**src/rtl/quiz_display_if.sv**
```systemverilog
// Question/display bus between the quiz generator (master) and the display sequencer (slave).
interface quiz_display_if;
    logic       tick;
    logic       start;
    logic [3:0] operand_a;
    logic [3:0] operand_b;
    logic [1:0] op;
    logic [6:0] result;
    logic       busy;
    logic       done;
    logic [6:0] seg_ones;
    logic [6:0] seg_tens;

    modport master (
        output tick, start, operand_a, operand_b, op, result,
        input  busy, done, seg_ones, seg_tens
    );

    modport slave (
        input  tick, start, operand_a, operand_b, op, result,
        output busy, done, seg_ones, seg_tens
    );
endinterface

```
**src/rtl/quiz_display_seq.sv**
```systemverilog
// Plays one quiz question (A, operator, B, result) on a two-digit seven-segment display.
// Define QUIZ_DISP_GAP_EN to insert a blank frame between consecutive SHOW frames.
module quiz_display_seq #(
    parameter int unsigned HOLD_TICKS = 3
) (
    input  logic           clk,
    input  logic           reset,
    quiz_display_if.slave  bus
);

`ifdef QUIZ_DISP_GAP_EN
    typedef enum logic [2:0] {IDLE, SHOW_A, GAP_A, SHOW_OP, GAP_OP, SHOW_B, GAP_B, SHOW_RES} state_t;
`else
    typedef enum logic [2:0] {IDLE, SHOW_A, SHOW_OP, SHOW_B, SHOW_RES} state_t;
`endif

    localparam logic [3:0] HOLD_LAST = 4'(HOLD_TICKS - 1);
    localparam logic [6:0] GLYPH_BLANK = 7'b0000000;
    localparam logic [6:0] GLYPH_E     = 7'b1001111;

    function automatic logic [6:0] digit_glyph(input logic [3:0] d);
        case (d)
            4'd0:    digit_glyph = 7'b1111110;
            4'd1:    digit_glyph = 7'b0110000;
            4'd2:    digit_glyph = 7'b1101101;
            4'd3:    digit_glyph = 7'b1111001;
            4'd4:    digit_glyph = 7'b0110011;
            4'd5:    digit_glyph = 7'b1011011;
            4'd6:    digit_glyph = 7'b1011111;
            4'd7:    digit_glyph = 7'b1110000;
            4'd8:    digit_glyph = 7'b1111111;
            4'd9:    digit_glyph = 7'b1111011;
            default: digit_glyph = GLYPH_E;
        endcase
    endfunction

    function automatic logic [6:0] op_glyph(input logic [1:0] o);
        case (o)
            2'd0:    op_glyph = 7'b1110111;
            2'd1:    op_glyph = 7'b0000001;
            2'd2:    op_glyph = 7'b0110111;
            default: op_glyph = GLYPH_E;
        endcase
    endfunction

    state_t     state, state_n, succ;
    logic [3:0] hold_cnt, hold_n;
    logic [3:0] lat_a, lat_a_n, lat_b, lat_b_n;
    logic [1:0] lat_op, lat_op_n;
    logic [6:0] lat_res, lat_res_n;
    logic       busy_q, busy_n, done_q, done_n;
    logic [6:0] ones_q, ones_n, tens_q, tens_n;

    // NOTE: sequential state uses non-blocking assignments so every register samples pre-edge values.
    always_ff @(posedge clk or posedge reset) begin
        if (reset) begin
            state    <= IDLE;
            hold_cnt <= '0;
            lat_a    <= '0;
            lat_b    <= '0;
            lat_op   <= '0;
            lat_res  <= '0;
            busy_q   <= 1'b0;
            done_q   <= 1'b0;
            ones_q   <= GLYPH_BLANK;
            tens_q   <= GLYPH_BLANK;
        end else begin
            state    <= state_n;
            hold_cnt <= hold_n;
            lat_a    <= lat_a_n;
            lat_b    <= lat_b_n;
            lat_op   <= lat_op_n;
            lat_res  <= lat_res_n;
            busy_q   <= busy_n;
            done_q   <= done_n;
            ones_q   <= ones_n;
            tens_q   <= tens_n;
        end
    end

    // Frame order; gap frames only exist when the feature is built in.
    always_comb begin
        succ = IDLE;
        case (state)
`ifdef QUIZ_DISP_GAP_EN
            SHOW_A:   succ = GAP_A;
            GAP_A:    succ = SHOW_OP;
            SHOW_OP:  succ = GAP_OP;
            GAP_OP:   succ = SHOW_B;
            SHOW_B:   succ = GAP_B;
            GAP_B:    succ = SHOW_RES;
`else
            SHOW_A:   succ = SHOW_OP;
            SHOW_OP:  succ = SHOW_B;
            SHOW_B:   succ = SHOW_RES;
`endif
            default:  succ = IDLE;
        endcase
    end

    // NOTE: every always_comb output gets a default first so no path can infer a latch.
    always_comb begin
        state_n   = state;
        hold_n    = hold_cnt;
        lat_a_n   = lat_a;
        lat_b_n   = lat_b;
        lat_op_n  = lat_op;
        lat_res_n = lat_res;
        done_n    = 1'b0;

        if (state == IDLE) begin
            if (bus.start) begin
                lat_a_n   = bus.operand_a;
                lat_b_n   = bus.operand_b;
                lat_op_n  = bus.op;
                lat_res_n = bus.result;
                state_n   = SHOW_A;
                hold_n    = '0;
            end
        end else if (bus.tick) begin
            if (hold_cnt == HOLD_LAST) begin
                state_n = succ;
                hold_n  = '0;
                done_n  = (state == SHOW_RES);
            end else begin
                hold_n = hold_cnt + 4'd1;
            end
        end

        // Glyphs are derived from the next state so segments change on the same edge as the state.
        busy_n = (state_n != IDLE);
        ones_n = GLYPH_BLANK;
        tens_n = GLYPH_BLANK;
        case (state_n)
            SHOW_A:  ones_n = digit_glyph(lat_a_n);
            SHOW_OP: ones_n = op_glyph(lat_op_n);
            SHOW_B:  ones_n = digit_glyph(lat_b_n);
            SHOW_RES: begin
                if (lat_res_n < 7'd10) begin
                    ones_n = digit_glyph(lat_res_n[3:0]);
                end else if (lat_res_n < 7'd100) begin
                    tens_n = digit_glyph(4'(lat_res_n / 7'd10));
                    ones_n = digit_glyph(4'(lat_res_n % 7'd10));
                end else begin
                    tens_n = GLYPH_E;
                    ones_n = GLYPH_E;
                end
            end
            default: ;
        endcase
    end

    assign bus.busy     = busy_q;
    assign bus.done     = done_q;
    assign bus.seg_ones = ones_q;
    assign bus.seg_tens = tens_q;

endmodule

```
**src/flat_wrapper.sv**
```systemverilog
// flat-port wrapper written by rule: the top's interface ports become plain ports
module quiz_display_seq_flat 
#(
    parameter int unsigned HOLD_TICKS = 3
)
  (clk, reset, bus_tick, bus_start, bus_operand_a, bus_operand_b, bus_op, bus_result, bus_busy, bus_done, bus_seg_ones, bus_seg_tens);
  quiz_display_if bus_i ();
  input  logic clk;
  input  logic reset;
  input wire logic [$bits(bus_i.tick)-1:0] bus_tick;
  input wire logic [$bits(bus_i.start)-1:0] bus_start;
  input wire logic [$bits(bus_i.operand_a)-1:0] bus_operand_a;
  input wire logic [$bits(bus_i.operand_b)-1:0] bus_operand_b;
  input wire logic [$bits(bus_i.op)-1:0] bus_op;
  input wire logic [$bits(bus_i.result)-1:0] bus_result;
  output wire logic [$bits(bus_i.busy)-1:0] bus_busy;
  output wire logic [$bits(bus_i.done)-1:0] bus_done;
  output wire logic [$bits(bus_i.seg_ones)-1:0] bus_seg_ones;
  output wire logic [$bits(bus_i.seg_tens)-1:0] bus_seg_tens;
  assign bus_i.tick = bus_tick;
  assign bus_i.start = bus_start;
  assign bus_i.operand_a = bus_operand_a;
  assign bus_i.operand_b = bus_operand_b;
  assign bus_i.op = bus_op;
  assign bus_i.result = bus_result;
  assign bus_busy = bus_i.busy;
  assign bus_done = bus_i.done;
  assign bus_seg_ones = bus_i.seg_ones;
  assign bus_seg_tens = bus_i.seg_tens;
  quiz_display_seq #(.HOLD_TICKS(HOLD_TICKS)) u_core (.clk(clk), .reset(reset), .bus(bus_i));
endmodule
```
**config.mk**
```make
export PLATFORM = sky130hd
export DESIGN_NAME = quiz_display_seq_flat
export DESIGN_NICKNAME = d
export VERILOG_FILES = /design/src/rtl/quiz_display_if.sv /design/src/rtl/quiz_display_seq.sv /design/src/flat_wrapper.sv
export SDC_FILE = /design/constraint.sdc
export NUM_CORES = 1
export LEC_CHECK = 0
export CAP_MARGIN = 20
export CORE_MARGIN = 5
export CORE_UTILIZATION = 40
export CTS_BUF_LIST = sky130_fd_sc_hd__clkbuf_8 sky130_fd_sc_hd__clkbuf_16
export DETAILED_ROUTE_END_ITERATION = 16
export PLACE_DENSITY = 0.6
export SLEW_MARGIN = 20
export SYNTH_ARGS = -nofsm -noshare
export SYNTH_HDL_FRONTEND = slang
export SYNTH_SLANG_ARGS = --single-unit
```
**constraint.sdc**
```tcl
create_clock -name clk -period 4.4 [get_ports clk]
set_input_delay 0.88 -clock clk [delete_from_list [all_inputs] [get_ports clk]]
set_output_delay 0.88 -clock clk [all_outputs]
set_load 0.05 [all_outputs]
```
==> results of run 1 <==
-- cells by family after synthesis --
kind of cell | count (synthesis) | synth area share
adders and majority gates | 34 | 0.1266
and+or+nand+nor | 132 | 0.2052
buffers and inverters | 48 | 0.05693
DFF | 40 | 0.2996
xor gates and xnor gates | 3 | 0.007867
muxes | 27 | 0.08314
AOI/OAI and AO/OA | 107 | 0.2206
-- sequential cells by signal (all words and copies together) (netlist names) --
signal and count:
u_core.state 3, u_core.lat_op 2, u_core.bus.seg_tens 7, u_core.bus.done 1, u_core.lat_a 4, u_core.lat_b 4, u_core.bus.busy 1, u_core.hold_cnt 4
u_core.lat_res 7, u_core.bus.seg_ones 7
-- Yosys cell counts, types with 3 or more instances --
master	instances
nor2_1	20
mux2i_1	24
o211ai_1	8
a311oi_1	5
and2_1	4
and3_1	5
nand3_1	15
a31oi_1	6
nand2b_1	7
a21oi_1	21
nand2_1	40
dfrtp_1	40
ha_1	33
inv_1	31
nor2b_1	9
clkbuf_1	9
o31ai_1	5
or3_1	5
nor4_1	6
o21a_1	6
a21boi_0	4
nand4_1	3
o21ai_0	26
xnor2_1	3
buf_2	6
nor3_1	8
-- layer usage --
layer  part of all wire  up-vias  routed length, µm
li1                   -     1525                  -
met1               0.43     1497               3821
met2               0.50       71               4467
met3              0.039       20                342
met4              0.027        0                240
met5                  0        -                  0
-- final cells by class --
type,instances,area [µm²],area share
clock buffer,6,82.58,0.02015
clock inverter,2,11.26,0.002748
inverter,33,126.4,0.03084
multi-input combinational,303,2167,0.5289
sequential,40,1001,0.2443
tap,105,131.4,0.03206
timing repair buffer,65,578.1,0.1411
-- final timing paths --
path	start	endpoint	slack, ns	cells after the start
worst max-delay path	bus_start	u_core.bus.seg_ones[6]	0.31	15
worst min-delay path	u_core.hold_cnt[3]	u_core.hold_cnt[3]	0.51	1
worst max register to register	u_core.state[2]	u_core.bus.seg_ones[6]	0.73	14
worst min register to register	u_core.hold_cnt[3]	u_core.hold_cnt[3]	0.51	1
max in group asynchronous	reset	u_core.bus.seg_ones[6]	2.56	3
min in group asynchronous	reset	u_core.hold_cnt[3]	1.04	2
-- stage by stage --
step | cell area [µm²] | setup WS (ns) | hold slack, ns | instances | utilization
3_3_place_gp | 3998 | 0.1647 | 0.4931 | 546 | 0.4890
6_report | 4098 | 0.3093 | 0.5137 | 554 | 0.5012
3_5_place_dp | 3998 | 0.01360 | 0.4966 | 546 | 0.4890
4_1_cts | 4091 | 0.3075 | 0.5133 | 554 | 0.5005
2_1_floorplan | 3352 | 0.09082 | 0.4606 | 391 | -
5_1_grt | 4098 | 0.01475 | 0.5428 | 554 | 0.5012
==> results.md, run 1 <==
* Status: complete, no violations
* Mapped Nets at about 450
* Worst-Margin Slew at 0.8086 ns
* DP HPWL at 6.881 mm
* Post CTS Setup Buffer Count at 0
* Worst hold-check path type: flop to flop
* Ant diodes at 0
* Critical Path AT at 4.31 ns
* Cell Area, Synth at 3341 µm²
* Antenna violations before repair at 0
* GRT met2 Usage at 0.3174
* Setup CP Type: primary input to flop
* Mapped Avg Cell Area at between 8 and 9 µm²
* Synth area leaders: dfrtp_1 (30%), ha_1 (12%), mux2i_1 (7.2%)
* Tcrit/Tclk final at 0.9297
* Yosys warnings at 0
* Hold_buf cts at 0
* Clk root buf: clkbuf_8
* Residual DRC count at 0
* Async SR Flop Fraction at 1.000
* CTS HTree Levels at 2
* All-Layer GR Usage at 0.1843
* Starting Density at 0.4086
* Vias in the first global route at ~3100
* Chip width at 101.4 µm
* Fmax at 0.2445 GHz
* Fin. max-slew vios at 0
* Final wirelength at between 8 and 9 mm
* CP required at 4.62 ns
* Area grow syn2layout at 22.66%
* Average wire per standard cell at approximately 16 µm
* Largest net degree at the start of global routing at 22
* CTS tree: yes
* Most used routing layer: met2
* Yosys top cell by area: dfrtp_1
* Clock slew at reported path FFs at 0.08 ns
* Setup crit start kind: primary input
* Initial DRC count at 219
* EDFF count, synth at 0
* Die area at slightly above 10000 µm²
* Clock buffer count from CTS at 5
* #FFs+latches synth at 40
* Met3 usage in global routing at 0.03237
* PortBufs at 36
* Via count at 3113
* Final Hold Viols at 0
* Worst-Skew Late Latency at roughly 0.3 ns
* Top_reg_cell synth: dfrtp_1
* Clock sink count at 40
* Delay-heaviest family, CP: buffers and inverters
* Via/cell ratio at ~5.6
* Most frequent cells in the layout: nand2_1 (40), dfrtp_1 (40), clkdlybuf4s50_1 (36)
* ANT nets after route at 0
* CTS resizes at 0
* Met1 usage at 0.2261
* Die Ht at slightly above 100 µm
* Synth cell types at 60
* Share of layout cells above drive strength 1 at 0.1069
* Routability congestion estimate at 0.9312
* Final nets at 502
* First-pass GRT wire length at 15.15 mm
* CP cell instances: clkdlybuf4s50_1, nor4b_4, buf_4, mux2i_2, ha_1, inv_1, o31ai_1, a21o_1, o2bb2ai_4, inv_4, xnor2_1, inv_1, ha_1, mux2_1, a21oi_1
* Crit-path max FO at 8
* Post-synth top area share at 0.2996
* 1st-pass router iterations at 4
* Tmin final at 4.091 ns
* Sequential area share after synthesis at 0.2996
* Core box area at 8175 µm²
* Syn Inst Count at 391
* Longest Clk Path Bufs at 2
* Final Setup Violations at 0
* Slowest CP cell: clkdlybuf4s50_1
* Max-slew headroom at 0.4604
* RSZ-0062 raised after global routing: no
* Num rows at 33
* Crit end category: flop
* Worst path bufs/invs at 5
* GR Overflow Total at 0
* Setup Skew at 0.007466 ns
* Number of fill cells in the layout at 795
* # Max-Cap Violations at 0
* Crit path largest cell delay at 0.51 ns
* Final setup TNS at 0 ns
* I/O pin cnt at 37
Power of run 1 is left out: the tool's default activity adds up to more than one toggle a clock period on the data nets, which glitch-free logic cannot reach.
==> inputs of run 2 (changes only) <==
CTS_CLUSTER_DIAMETER = 120   (was not set)
==> results of run 2 <==
Final layout, timing and power as in run 1 (identical DEF).
Power of run 2 is left out for the same reason.
==> inputs of run 3 (changes only) <==
REMOVE_ABC_BUFFERS = 1   (was not set)
==> results.md, run 3 (synthesis gave the netlist of run 1 again) <==
* Crit end category: flop
* Fin. max-slew vios at 0 (unchanged)
* Worst hold-check path type: flop to flop
* RR Endpoint: u_core.bus.seg_ones[2]
* Setup Skew at 0.004972 ns (-0.002494 ns)
* Crit-path max FO at 5 (-3)
* Largest net degree at the start of global routing at 41 (+86%)
* Critical Path AT at 4.35 ns (+0.04 ns)
* Initial DRC count at 175 (-20%)
* CP required at 4.60 ns (-0.02 ns)
* Vias in the first global route at 3041 (-3.4%)
* Residual DRC count at 0 (unchanged)
* Hold slack at 0.5140 ns (+0.0003050 ns)
* Clock sink count at 40 (unchanged)
* Antenna violations before repair at 0 (unchanged)
* Hold_buf cts at 0 (unchanged)
* Tcrit/Tclk final at 0.9414 (+0.01171)
* GR Overflow Total at 0 (unchanged)
* Number of fill cells in the layout at 790 (-0.63%)
* Routability congestion estimate at 0.9837 (+5.6%)
* DP Worst Slack at -0.003990 ns (-0.01759 ns)
* Max-slew headroom at 0.5425 (+0.08217)
* Fmax at 0.2414 GHz (-1.2%)
* Final WS setup at 0.2578 ns (-0.05150 ns)
* Longest Clk Path Bufs at 2 (unchanged)
* Worst-Margin Slew at 0.6671 ns (-0.1414 ns)
* 1st-pass router iterations at 4 (unchanged)
* Final Hold Viols at 0 (unchanged)
* Final wirelength at 8.596 mm (-3.1%)
* Area grow syn2layout at 22.96%
* CP startpoint: bus_start
* Worst-Skew Late Latency at 0.30 ns (about the same)
* PortBufs at 36 (unchanged)
* Final nets at 504 (+0.40%)
* Share of layout cells above drive strength 1 at 0.1086 (+0.001743)
* Chip width at 101.4 µm (unchanged)
* Worst setup path endpoint: u_core.bus.seg_ones[2]
* DP HPWL at 6.636 mm (-3.6%)
* # Max-Cap Violations at 0 (unchanged)
* Via/cell ratio at 5.545 (-1.3%)
* Via count at 3083 (-0.96%)
* Status: complete, no violations
* Tmin final at 4.142 ns (+0.05150 ns)
* CTS tree: yes
* Core box area at 8175 µm² (unchanged)
* CTS HTree Levels at 2 (unchanged)
* First-pass GRT wire length at 14.61 mm (-3.6%)
* ANT nets after route at 0 (unchanged)
* Final Setup Violations at 0 (unchanged)
* FF-to-FF path depth at 15 (+1)
* Setup CP Type: primary input to flop
* Ant diodes at 0 (unchanged)
* Reg2reg setup slack at 0.66 ns (-0.07 ns)
* CTS resizes at 0 (unchanged)
* Die Ht at 101.4 µm (unchanged)
* Clock slew at reported path FFs at 0.08 ns (about the same)
* Post CTS Setup Buffer Count at 0 (unchanged)
* Clk root buf: clkbuf_8
* Starting Density at 0.4086 (unchanged)
* Average wire per standard cell at 15.46 µm (-3.4%)
* Worst R2R Start: u_core.state[2]
* Most frequent cells in the layout: nand2_1 (40), dfrtp_1 (40), clkdlybuf4s50_1 (36)
* Setup crit start kind: primary input
* Num rows at 33 (unchanged)
* All-Layer GR Usage at 0.1751 (-0.009203)
* Clock buffer count from CTS at 5 (unchanged)
* Die area at 10280 µm² (unchanged)
* I/O pin cnt at 37 (unchanged)
* RSZ-0062 raised after global routing: no
[run 3: how the worst min path moves through the flow]
stage	start	end	slack, ns	cells after the start
floorplan	u_core.hold_cnt[3]	u_core.hold_cnt[3]	0.46	1
global placement	u_core.hold_cnt[3]	u_core.hold_cnt[3]	0.49	1
finish	u_core.hold_cnt[3]	u_core.hold_cnt[3]	0.51	1
global route	u_core.hold_cnt[3]	u_core.hold_cnt[3]	0.57	1
detailed placement	u_core.hold_cnt[3]	u_core.hold_cnt[3]	0.49	1
CTS	u_core.hold_cnt[3]	u_core.hold_cnt[3]	0.51	1
[run 3: metrics by stage]
step	TNS, ns	std cells	area (µm²)	util
4_1_cts	0	554	4086	0.4998
5_1_grt	0	556	4108	0.5024
6_report	0	556	4108	0.5024
3_3_place_gp	0	546	3999	0.4891
3_5_place_dp	-0.003990	546	3999	0.4891
2_1_floorplan	-2.472	376	3277	-
[run 3: layout make-up]
type	count	area (µm²)	area share
inverters	33	126.4	0.03076
clock inverters	3	18.77	0.004569
multi-input cells	303	2156	0.5248
clock buffers	5	68.82	0.01675
repair buffers	67	605.6	0.1474
flip-flops and latches	40	1001	0.2437
well taps	105	131.4	0.03198
[run 3: critical path, cell delays in order]
cell and delay (ns):
clkdlybuf4s50_1 0.50, nor4b_4 0.29, buf_4 0.18, mux2i_1 0.23
ha_1 0.28, inv_1 0.10, o31ai_1 0.32, a21o_1 0.26
o2bb2ai_4 0.18, inv_4 0.05, xnor2_1 0.31, inv_1 0.12
ha_1 0.25, a21oi_1 0.12, nor4b_1 0.06, o31ai_1 0.22
[run 3: per-layer routing]
metal | vias to the layer above | global-route usage | routed length (µm)
met4 | 0 | 0.06748 | 291
li1 | 1529 | - | -
met1 | 1446 | 0.2242 | 3835
met3 | 25 | 0.02686 | 337
met5 | - | 0 | 0
met2 | 83 | 0.2963 | 4132
Power of run 3 is left out for the same reason.
